File: config.mk
export PLATFORM = sky130hd
export DESIGN_NAME = dmem_arbiter
export DESIGN_NICKNAME = d
export VERILOG_FILES = /design/src/rtl/dmem_pkg.sv /design/src/rtl/dmem_arb_pick.sv /design/src/rtl/dmem_arbiter.sv
export SDC_FILE = /design/constraint.sdc
export NUM_CORES = 1
export LEC_CHECK = 0
export ABC_AREA = 0
export CAP_MARGIN = 0
export CORE_MARGIN = 5
export CORE_UTILIZATION = 30
export CTS_CLUSTER_SIZE = 8
export DETAILED_ROUTE_END_ITERATION = 16
export PLACE_DENSITY = 0.77
export SYNTH_ARGS = -nofsm -noshare
export SYNTH_HDL_FRONTEND = slang
export SYNTH_SLANG_ARGS = --single-unit
export TNS_END_PERCENT = 10
File: constraint.sdc
create_clock -name clk -period 2.2 [get_ports clk]
set_clock_uncertainty 0.2 [all_clocks]
set_input_delay 0.33 -clock clk [delete_from_list [all_inputs] [get_ports clk]]
set_output_delay 0.33 -clock clk [all_outputs]
set_load 0.05 [all_outputs]
File: src/rtl/dmem_pkg.sv
// dmem_pkg: constants shared by the data-memory arbiter and its grant logic.
//   WORD_IDX_LSB/MSB : byte-address bits the 1024-word memory decodes
//   PORT_PIPE/LOAD   : index of each requester in grant vectors
//   CNT_W            : width of the starvation counter
package dmem_pkg;

    localparam int WORD_IDX_LSB = 2;
    localparam int WORD_IDX_MSB = 11;
    localparam int PORT_PIPE    = 0;
    localparam int PORT_LOAD    = 1;
    localparam int CNT_W        = 4;

    // A word access is misaligned when either byte-offset bit is set.
    function automatic logic misaligned(input logic [WORD_IDX_LSB-1:0] lsb);
        return |lsb;
    endfunction

endpackage

File: src/rtl/dmem_arb_pick.sv
// dmem_arb_pick: purely combinational grant decision for the two requesters.
// Ports:
//   p0_req     in   pipeline request
//   p1_req     in   loader request
//   starve_cnt in   consecutive contested port-0 grants so far
//   grant0     out  port 0 wins this cycle
//   grant1     out  port 1 wins this cycle (never together with grant0)
module dmem_arb_pick
    import dmem_pkg::*;
#(
    parameter int STARVE_MAX = 4
) (
    input  logic             p0_req,
    input  logic             p1_req,
    input  logic [CNT_W-1:0] starve_cnt,
    output logic             grant0,
    output logic             grant1
);

    localparam logic [CNT_W-1:0] CNT_MAX = CNT_W'(STARVE_MAX);

    // Port 0 wins uncontested, or contested until the loader has waited
    // STARVE_MAX cycles; port 1 takes whatever port 0 does not.
    always_comb begin
        grant0 = p0_req & (~p1_req | (starve_cnt < CNT_MAX));
        grant1 = p1_req & ~grant0;
    end

endmodule

File: src/rtl/dmem_arbiter.sv
// dmem_arbiter: shares one single-port 1024x32 data memory between the
// pipeline MEM stage (port 0) and the program/debug loader (port 1).
// Ports:
//   clk, rst_n                      clock, asynchronous active-low reset
//   p0_req/we/addr/wdata            pipeline request
//   p0_stall                        combinational: request not granted
//   p0_ack/rdata/err                registered response, one cycle after grant
//   p1_req/we/addr/wdata            loader request
//   p1_gnt                          combinational grant to loader
//   p1_ack/rdata/err                registered response, one cycle after grant
//   mem_addr/wdata/we, mem_rdata    memory side (async read, write on clk)
module dmem_arbiter
    import dmem_pkg::*;
#(
    parameter int ADDR_W     = 32,
    parameter int DATA_W     = 32,
    parameter int STARVE_MAX = 4
) (
    input  logic              clk,
    input  logic              rst_n,
    input  logic              p0_req,
    input  logic              p0_we,
    input  logic [ADDR_W-1:0] p0_addr,
    input  logic [DATA_W-1:0] p0_wdata,
    output logic              p0_stall,
    output logic              p0_ack,
    output logic [DATA_W-1:0] p0_rdata,
    output logic              p0_err,
    input  logic              p1_req,
    input  logic              p1_we,
    input  logic [ADDR_W-1:0] p1_addr,
    input  logic [DATA_W-1:0] p1_wdata,
    output logic              p1_gnt,
    output logic              p1_ack,
    output logic [DATA_W-1:0] p1_rdata,
    output logic              p1_err,
    output logic [ADDR_W-1:0] mem_addr,
    output logic [DATA_W-1:0] mem_wdata,
    output logic              mem_we,
    input  logic [DATA_W-1:0] mem_rdata
);

    localparam logic [CNT_W-1:0] CNT_MAX = CNT_W'(STARVE_MAX);

    logic [1:0]        grant;
    logic [CNT_W-1:0]  starve_cnt_q, starve_cnt_d;
    logic              p0_ack_q, p0_ack_d, p1_ack_q, p1_ack_d;
    logic              p0_err_q, p0_err_d, p1_err_q, p1_err_d;
    logic [DATA_W-1:0] p0_rdata_q, p0_rdata_d, p1_rdata_q, p1_rdata_d;

    function automatic logic [ADDR_W-1:0] word_align(input logic [ADDR_W-1:0] a);
        logic [ADDR_W-1:0] r;
        r = a;
        r[WORD_IDX_LSB-1:0] = '0;
        return r;
    endfunction

    dmem_arb_pick #(
        .STARVE_MAX (STARVE_MAX)
    ) u_pick (
        .p0_req     (p0_req),
        .p1_req     (p1_req),
        .starve_cnt (starve_cnt_q),
        .grant0     (grant[PORT_PIPE]),
        .grant1     (grant[PORT_LOAD])
    );

    assign p0_stall = p0_req & ~grant[PORT_PIPE];
    assign p1_gnt   = grant[PORT_LOAD];

    // Memory-side mux: idle cycles drive zeros so the bus is quiet.
    always_comb begin
        mem_addr  = '0;
        mem_wdata = '0;
        mem_we    = 1'b0;
        if (grant[PORT_PIPE]) begin
            mem_addr  = word_align(p0_addr);
            mem_wdata = p0_wdata;
            mem_we    = p0_we;
        end else if (grant[PORT_LOAD]) begin
            mem_addr  = word_align(p1_addr);
            mem_wdata = p1_wdata;
            mem_we    = p1_we;
        end
    end

    // Counts contested port-0 wins; any cycle the loader is not waiting
    // (not requesting, or just granted) starts the count over.
    always_comb begin
        starve_cnt_d = starve_cnt_q;
        if (!p1_req || grant[PORT_LOAD]) begin
            starve_cnt_d = '0;
        end else if (grant[PORT_PIPE] && (starve_cnt_q < CNT_MAX)) begin
            starve_cnt_d = starve_cnt_q + 1'b1;
        end
    end

    // Responses: ack/err follow the grant; rdata only reloads on a granted read.
    always_comb begin
        p0_ack_d   = grant[PORT_PIPE];
        p0_err_d   = grant[PORT_PIPE] & misaligned(p0_addr[WORD_IDX_LSB-1:0]);
        p0_rdata_d = (grant[PORT_PIPE] && !p0_we) ? mem_rdata : p0_rdata_q;
        p1_ack_d   = grant[PORT_LOAD];
        p1_err_d   = grant[PORT_LOAD] & misaligned(p1_addr[WORD_IDX_LSB-1:0]);
        p1_rdata_d = (grant[PORT_LOAD] && !p1_we) ? mem_rdata : p1_rdata_q;
    end

    always_ff @(posedge clk or negedge rst_n) begin
        if (!rst_n) begin
            starve_cnt_q <= '0;
            p0_ack_q     <= 1'b0;
            p0_err_q     <= 1'b0;
            p0_rdata_q   <= '0;
            p1_ack_q     <= 1'b0;
            p1_err_q     <= 1'b0;
            p1_rdata_q   <= '0;
        end else begin
            starve_cnt_q <= starve_cnt_d;
            p0_ack_q     <= p0_ack_d;
            p0_err_q     <= p0_err_d;
            p0_rdata_q   <= p0_rdata_d;
            p1_ack_q     <= p1_ack_d;
            p1_err_q     <= p1_err_d;
            p1_rdata_q   <= p1_rdata_d;
        end
    end

    assign p0_ack   = p0_ack_q;
    assign p0_err   = p0_err_q;
    assign p0_rdata = p0_rdata_q;
    assign p1_ack   = p1_ack_q;
    assign p1_err   = p1_err_q;
    assign p1_rdata = p1_rdata_q;

endmodule

# Word-level counts from Yosys, hierarchy flattened
# Cells that the tools add are included.
# word_totals
register_bits	72
inputBits	166
output_inout_bits	135
elab_cells	35
# op_classes
addsub	1
n_lt_le_gt_ge	1
n_mux	8
bitwise	8
n_reduce_logical	10
# op_table
cell	n
32-bit two-way mux	4
4-bit two-way mux	2
1-bit bitwise AND	5
4-bit by 1-bit adder with 4-bit output, second input constant	1
4-bit by 3-bit less-than comparator with 1-bit output, second input constant	1
2-bit OR reduction	2
1-bit logical AND	3
1-bit logical NOT	3
1-bit two-way mux	2
1-bit inverter	2
2-bit nonzero test	1
1-bit logical OR	1
1-bit OR	1

# Longest topological paths before layout
# Gate-level depths: netlist of run 1.
# logic_depth
ltp_word	7
depth_mapped	6
mapped_depth_nobuf	3

# By module
# Synthesis of run 1 repeated with hierarchy kept, for this count alone.
# hier_totals
hier_cells	251
area_unflattened_um2	3693.5
# by_module_without_submodules
module	instances	cells_per_inst	area_per_inst_um2	seq_area_each_um2
dmem_arbiter	1	247	3671.0	1801.7
dmem_arb_pick	1	4	22.5	0.0

# Least setup slack after synthesis of run 1
# OpenSTA, ideal clock, no wires.
# synth_timing
path_kind	reg2out
from	reg starve_cnt_q[2]
to	out mem_addr[10]
t_arrival_ns	1.543
t_required_ns	1.670
setup_slack_ns	0.127
stages_incl_launch_ff	7
path_buffers	3
path_cell_list	dfrtp_1 -> o21ai_1 -> and2_1 -> buf_2 -> buf_6 -> buf_6 -> a22o_1
# synth_via
elab_chain_len	7
# synth_rtl
element	line_no	text
from (decl)	dmem_arbiter.sv:46	logic [CNT_W-1:0] starve_cnt_q, starve_cnt_d;
from (signal assigned)	dmem_arbiter.sv:118	starve_cnt_q <= starve_cnt_d;
4-bit by 3-bit less-than comparator with 1-bit output *	dmem_arb_pick.sv:25	grant0 = p0_req & (~p1_req | (starve_cnt < CNT_MAX));
1-bit OR *	dmem_arb_pick.sv:25	
1-bit bitwise AND *	dmem_arb_pick.sv:25	
1-bit inverter	dmem_arb_pick.sv:26	grant1 = p1_req & ~grant0;
1-bit bitwise AND	dmem_arb_pick.sv:26	
32-bit two-way mux	dmem_arbiter.sv:80	end else if (grant[PORT_LOAD]) begin
32-bit two-way mux *	dmem_arbiter.sv:76	if (grant[PORT_PIPE]) begin
to (decl)	dmem_arbiter.sv:37	output logic [ADDR_W-1:0] mem_addr,
# Mark *: on every way between the ends. The rest lies on a longest branch, timed or not.

# Worst setup path after layout of run 1
# layout_timing
from	reg starve_cnt_q[2]
to	out mem_wdata[27]
# layout_via
elab_chain_len	7
# layout_rtl
element	line_no	text
4-bit by 3-bit less-than comparator with 1-bit output *	dmem_arb_pick.sv:25	
1-bit OR *	dmem_arb_pick.sv:25	
1-bit bitwise AND *	dmem_arb_pick.sv:25	
1-bit inverter	dmem_arb_pick.sv:26	
1-bit bitwise AND	dmem_arb_pick.sv:26	
32-bit two-way mux	dmem_arbiter.sv:80	
32-bit two-way mux *	dmem_arbiter.sv:76	
to (decl)	dmem_arbiter.sv:38	output logic [DATA_W-1:0] mem_wdata,
# Marks and branches as above.

==> results of run 1 <==
## per-layer routing
metal	wire length, um	track usage [%]	vias up	part of all wire (%)
li1	-	-	1552	-
met1	6150	22.0	1777	34
met2	10100	43.4	187	56
met3	1360	9.08	30	7.5
met4	544	7.67	0	3.0
met5	0	0	-	0
## metrics by stage
step	total power (uW)	worst slack (ps)	TNS (ps)	cell area, um^2
2_1_floorplan	3250	127	0	3480
3_3_place_gp	4580	-220	-11350	7320
3_5_place_dp	4620	-252	-13190	7320
4_1_cts	6030	-135	-6840	7890
5_1_grt	6340	-202	-10520	8360
6_report	6120	-142	-6780	8360
## worst max-delay path, delay by kind of cell, from the launching register on
kind                   cells  cell delay, ps
buffers and inverters      3             450
DFF                        1             410
AOI/OAI and AO/OA          2             400
and+or+nand+nor            1             210
## final timing paths
| path | from | endpoint | slack [ps] | cells past startpoint |
|---|---|---|---|---|
| worst max-delay path | starve_cnt_q[2] | mem_wdata[27] | -140 | 6 |
| worst min-delay path | p0_rdata[26] | p0_rdata[26] | 300 | 1 |
| worst max register to register | starve_cnt_q[3] | p0_rdata[7] | 400 | 6 |
| worst min register to register | p0_rdata[26] | p0_rdata[26] | 300 | 1 |
| max in group asynchronous | rst_n | p0_rdata[23] | 780 | 3 |
| min in group asynchronous | rst_n | p0_rdata[14] | 350 | 2 |
## sequential cells by signal, summed over array words and instances (netlist names)
signal and count:
p1_err 1, starve_cnt_q 4, p0_ack 1, p0_err 1, p0_rdata 32, p1_ack 1
p1_rdata 32
## synth_stat cells (all sizes together)
cell	count	area, um^2
nor2	1	3.75
nand3b	1	7.51
inv	2	7.51
and3b	1	8.76
a22o	63	552
o21ai	1	5.00
mux2	64	833
and2	1	6.26
ha	1	12.5
conb	1	3.75
o311a	1	21.3
xor2	1	8.76
o21a	2	15.0
and3	2	12.5
a21boi	1	7.51
dfrtp	72	1800
buf	23	168
## kinds of logic (layout without fill, tap and decap cells)
logic type | after synthesis | count (layout) | share of synthesized area (%)
other | 1 | 9 | 0.108
multiplexers | 64 | 64 | 24.0
flip-flops | 72 | 72 | 51.9
XOR/XNOR | 1 | 1 | 0.252
AND/OR/NAND/NOR | 6 | 6 | 1.12
AO/OA/AOI/OAI | 68 | 68 | 17.3
adder cells (fa/ha/maj) | 1 | 1 | 0.360
buffers and inverters | 25 | 344 | 5.04
## power breakdown
group	total (uW)	switching [uW]	leakage [uW]	internal, uW
logic	3170	1710	0.00264	1460
registers	1670	126	0.000857	1540
clock network	1280	501	0.000124	778
total	6120	2330	0.00362	3780
## timing repair
item,in CTS,in global routing
buffers inserted,9,0
hold buffers,1,0
gates resized for setup,20,48
gates cloned,4,3
hold endpoints to repair,26,0
pin swaps,14,8
setup endpoints to repair,63,63
## final cells by class
class | count | area, um^2 | area share [%]
repair buffers | 328 | 4140 | 49.5
well taps | 143 | 179 | 2.14
multi-input cells | 143 | 1960 | 23.4
inverters | 2 | 7.51 | 0.0898
clock inverters | 3 | 20.0 | 0.239
flip-flops and latches | 72 | 1800 | 21.5
diodes | 6 | 15.0 | 0.180
clock buffers | 11 | 243 | 2.90
==> results.ini, run 1 <==
[worst_setup_path]
required_ps = 1670
path_class = reg -> out
cp_data_arrival_time_ps = 1810
cp_slowest_cell = dfrtp_1
cp-end-kind = primary output
start_kind = flip-flop
worst_path_largest_cell_delay_ps = 410
worstPathMaxFanout = 22
cpMostUsedCell = buf_12
path_cells = o21ai_4 > and2_4 > buf_6 > buf_12 > a22o_1 > buf_12

[timing]
setup_viol_count_final = 63
maxSlewHeadroom_pct = 58.1
period_share_pct = 106
rsz0062_at_grt = yes
layout_setup_ws_ps = -142
worst_slew_pin_slew_ps = 629
fmax_mhz = 427
min_period_ps = 2340
drv_slew = 0
holdWs_ps = 300
hold_violations = 0

[drt]
dr_total_vias = 3546
viasPerCell = 5.01
antenna_left = 0
drt_wl_total_mm = 18.1
drtIter0Drc = 196
drt_first_pass_iters = 4
drc_errors = 0
wl_per_cell_um = 25.6

[floorplanning]
die_area_mm2 = 0.0138
start_util_pct = 30.6
row_count = 39
coreArea_mm2 = 0.0114
die_h_um = 118
ioPinCount = 301
chipWidth_um = 118

[logic_synthesis]
ys_ff_latch = 72
avgSynthCellArea_um2 = 14.6
synthesis.area_mm2 = 0.00347
ys_types = 20
synth-seq-area-share_pct = 51.9
syn_inst = 238
yosys_warnings = 0

[status]
violations = negative setup slack
status = complete, but fails checks

[pwr]
power_density_mw_per_mm2 = 732
ir_drop_v = 0.000632
p_leak_uw = 0.00362

[clock_network]
cts.root.buffer_cell = clkbuf_16
path_clk_slew_ps = 50
h-tree-depth = 3
cts.path.max_buffers = 2
numCtsBuffers = 9
cts_num_sinks = 72
clkLatencyLatePin_ps = 320
cts_tree = yes

[cells_and_area]
finalNonFillerCells = 708
layout_common_cells = clkdlybuf4s50_1 (230), buf_12 (77), dfrtp_1 (72)
nets = 723
layout.cells.most_common = clkdlybuf4s50_1
drive_gt1_share_pct = 40.3
fillers = 675
areaGrowthSynthToFinish_pct = 141
fin_util_pct = 73.6

[worst_hold_path]
min_path_type = reg -> reg

[place]
gp_congestion = 0.878
io_buffer_count = 298
placed_cells = 671
dp_hpwl_mm = 12.8

[flow_run]
cap_violations = 0

[global_routing]
grt.total_usage_pct = 22.8
grt_pass1_vias = 3785
grt_start_max_net_pins = 47
grt_first_pass_wirelength_mm = 24.4
grt-ovfl-total = 0
antenna_found_initial = 5

No activity file was read; power rests on OpenSTA's default activity.
==> run 2: changes to the inputs <==
==> constraint.sdc (replaced) <==
create_clock -name clk -period 2.2 [get_ports clk]
set_clock_uncertainty 0.2 [all_clocks]
set_input_delay 0.33 -clock clk [delete_from_list [all_inputs] [get_ports clk]]
set_output_delay 0.33 -clock clk [all_outputs]
set_load 0.02 [all_outputs]
==> results.ini, run 2 (same netlist as run 1, synthesis figures left out) <==
[cells_and_area]
multi_input_area_mm2 = 0.00157  ; -20%
nets = 722  ; -0.14%
layout.cells.most_common = clkdlybuf4s50_1
areaGrowthSynthToFinish_pct = 108
layout_common_cells = clkdlybuf4s50_1 (231), dfrtp_1 (72), a22o_1 (58)
fillers = 854  ; +27%
drive_gt1_share_pct = 32.0  ; -8.3 points
seqCellArea_mm2 = 0.00180  ; unchanged

[pwr]
ir_drop_v = 0.000760  ; +20%
power_density_mw_per_mm2 = 729  ; -0.32%
p_sw_uw = 1500  ; -36%
total_power_uw = 5280  ; -14%
sequentialPowerShare_pct = 31.5  ; +4.2 points
sw_frac_of_total_pct = 28.5  ; -9.7 points
clkPwrFrac_pct = 30.4  ; +9.5 points
p_comb_share_pct = 38.1  ; -14 points
internal-power_uw = 3780  ; -0.21%
p_leak_uw = 0.00323  ; -11%

[global_routing]
grt_start_max_net_pins = 48  ; +2.1%
antenna_found_initial = 1  ; -4
grt.total_usage_pct = 22.0  ; -0.78 points
grt_pass1_vias = 3856  ; +1.9%
grt-ovfl-total = 0  ; unchanged
grt_first_pass_wirelength_mm = 23.8  ; -2.8%

[drt]
wl_per_cell_um = 22.6  ; -12%
drc_errors = 0  ; unchanged
drt_first_pass_iters = 4  ; unchanged
dr_total_vias = 3438  ; -3.0%
drt_wl_total_mm = 15.9  ; -12%
drtIter0Drc = 165  ; -16%
antenna_left = 0  ; unchanged
viasPerCell = 4.88  ; -2.5%

[worst_setup_path]
cp_slowest_cell = dfrtp_1
cp_num_buf_inv = 3  ; unchanged
path_class = reg -> out
cp_data_arrival_time_ps = 1810  ; about the same
start_kind = flip-flop
cpLargestDelayFamily = buffers and inverters
worst_path_largest_cell_delay_ps = 410  ; about the same
required_ps = 1670  ; about the same
worstPathMaxFanout = 14  ; -36%
cp-end-kind = primary output
path_cells = o21ai_4 > a21boi_4 > buf_6 > bufbuf_16 > a22o_1 > buf_6
cpMostUsedCell = buf_6

[clock_network]
path_clk_slew_ps = 50  ; about the same
numCtsBuffers = 9  ; unchanged
h-tree-depth = 3  ; unchanged
cts_tree = yes
cts.path.max_buffers = 2  ; unchanged
clkLatencyLatePin_ps = 320  ; about the same
cts_num_sinks = 72  ; unchanged
cts.root.buffer_cell = clkbuf_16

[status]
violations = negative setup slack
status = complete, but fails checks

[place]
pre_cts_slack_ps = -655  ; -403 ps
gp_congestion = 0.985  ; +12%
dp_hpwl_mm = 12.3  ; -4.6%
io_buffer_count = 298  ; unchanged

[floorplanning]
chipWidth_um = 118  ; unchanged
start_util_pct = 30.6  ; unchanged
coreArea_mm2 = 0.0114  ; unchanged
die_area_mm2 = 0.0138  ; unchanged
row_count = 39  ; unchanged
die_h_um = 118  ; unchanged
ioPinCount = 301  ; unchanged

[timing]
maxSlewHeadroom_pct = 59.5  ; +1.4 points
layout_setup_ws_ps = -136  ; +5.82 ps
setup_viol_count_final = 59  ; -6.3%
min_period_ps = 2340  ; -5.82 ps
period_share_pct = 106  ; -0.26 points
fmax_mhz = 428  ; +0.25%
worst_slew_pin_slew_ps = 607  ; -21.3 ps
drv_slew = 0  ; unchanged
rsz0062_at_grt = yes
holdWs_ps = 300  ; -0.136 ps
hold_violations = 0  ; unchanged

[worst_hold_path]
min_path_type = reg -> reg

[flow_run]
cap_violations = 0  ; unchanged

## run 2: changes by cell type in the layout (fill, tap and decap cells not counted), moves of 5 or more
cell / previous run / this run
buf_2: 1 / 27
buf_12: 77 / 10
diode_2: 6 / 1
buf_4: 6 / 12
a22o_4: 49 / 5
buf_6: 5 / 36
a22o_1: 14 / 58
## run 2: path summary, 6_finish.rpt
check / startpoint / end / slack [ps] / cells after the start
setup / recovery: starve_cnt_q[2] / mem_addr[5] / -140 / 6
setup reg to reg: starve_cnt_q[2] / p0_rdata[10] / 390 / 6
hold reg to reg: p0_rdata[8] / p0_rdata[8] / 300 / 1
min in group asynchronous: rst_n / p0_rdata[7] / 350 / 2
max in group asynchronous: rst_n / p1_rdata[12] / 770 / 3
hold / removal: p0_rdata[8] / p0_rdata[8] / 300 / 1
## run 2: power by group through the flow
stage / clock network [uW] / registers [uW] / logic (uW)
finish: 1610 / 1660 / 2010
floorplan: 0 / 1940 / 578
global placement: 0 / 1670 / 1940
detailed placement: 0 / 1680 / 1960
global route: 1710 / 1690 / 2110
CTS: 1640 / 1660 / 1970
## run 2: per-stage QoR
stage	instances	area, um^2	setup TNS, ps	utilization, %
after global routing	704	7240	-7330	63.7
after floorplan	240	3480	0	-
after global placement	674	6700	-35120	58.9
after CTS	700	7060	-6090	62.1
final	704	7240	-3850	63.7
after detailed placement	674	6700	-40050	58.9
## run 2: routing by layer
metal / vias up / global-route usage, % / routed length (um)
li1: 1535 / - / -
met1: 1700 / 21.7 / 5510
met2: 175 / 41.3 / 8700
met3: 28 / 8.17 / 1260
met4: 0 / 8.60 / 453
met5: - / 0 / 0
## run 2: layout make-up
type | instances | share of cell area [%]
repair buffers | 327 | 46.1
clock buffers | 14 | 3.79
flip-flops and latches | 72 | 24.9
diodes | 1 | 0.0346
clock inverters | 2 | 0.830
well taps | 143 | 2.47
inverters | 2 | 0.104
multi-input cells | 143 | 21.7
## run 2: repair_timing
item,CTS,global route
gates resized for setup,254,52
buffers inserted,5,3
gates cloned,4,0
endpoints found under the hold margin,25,0
pin swaps,6,8
setup endpoints to repair,65,63
hold buffers,1,0
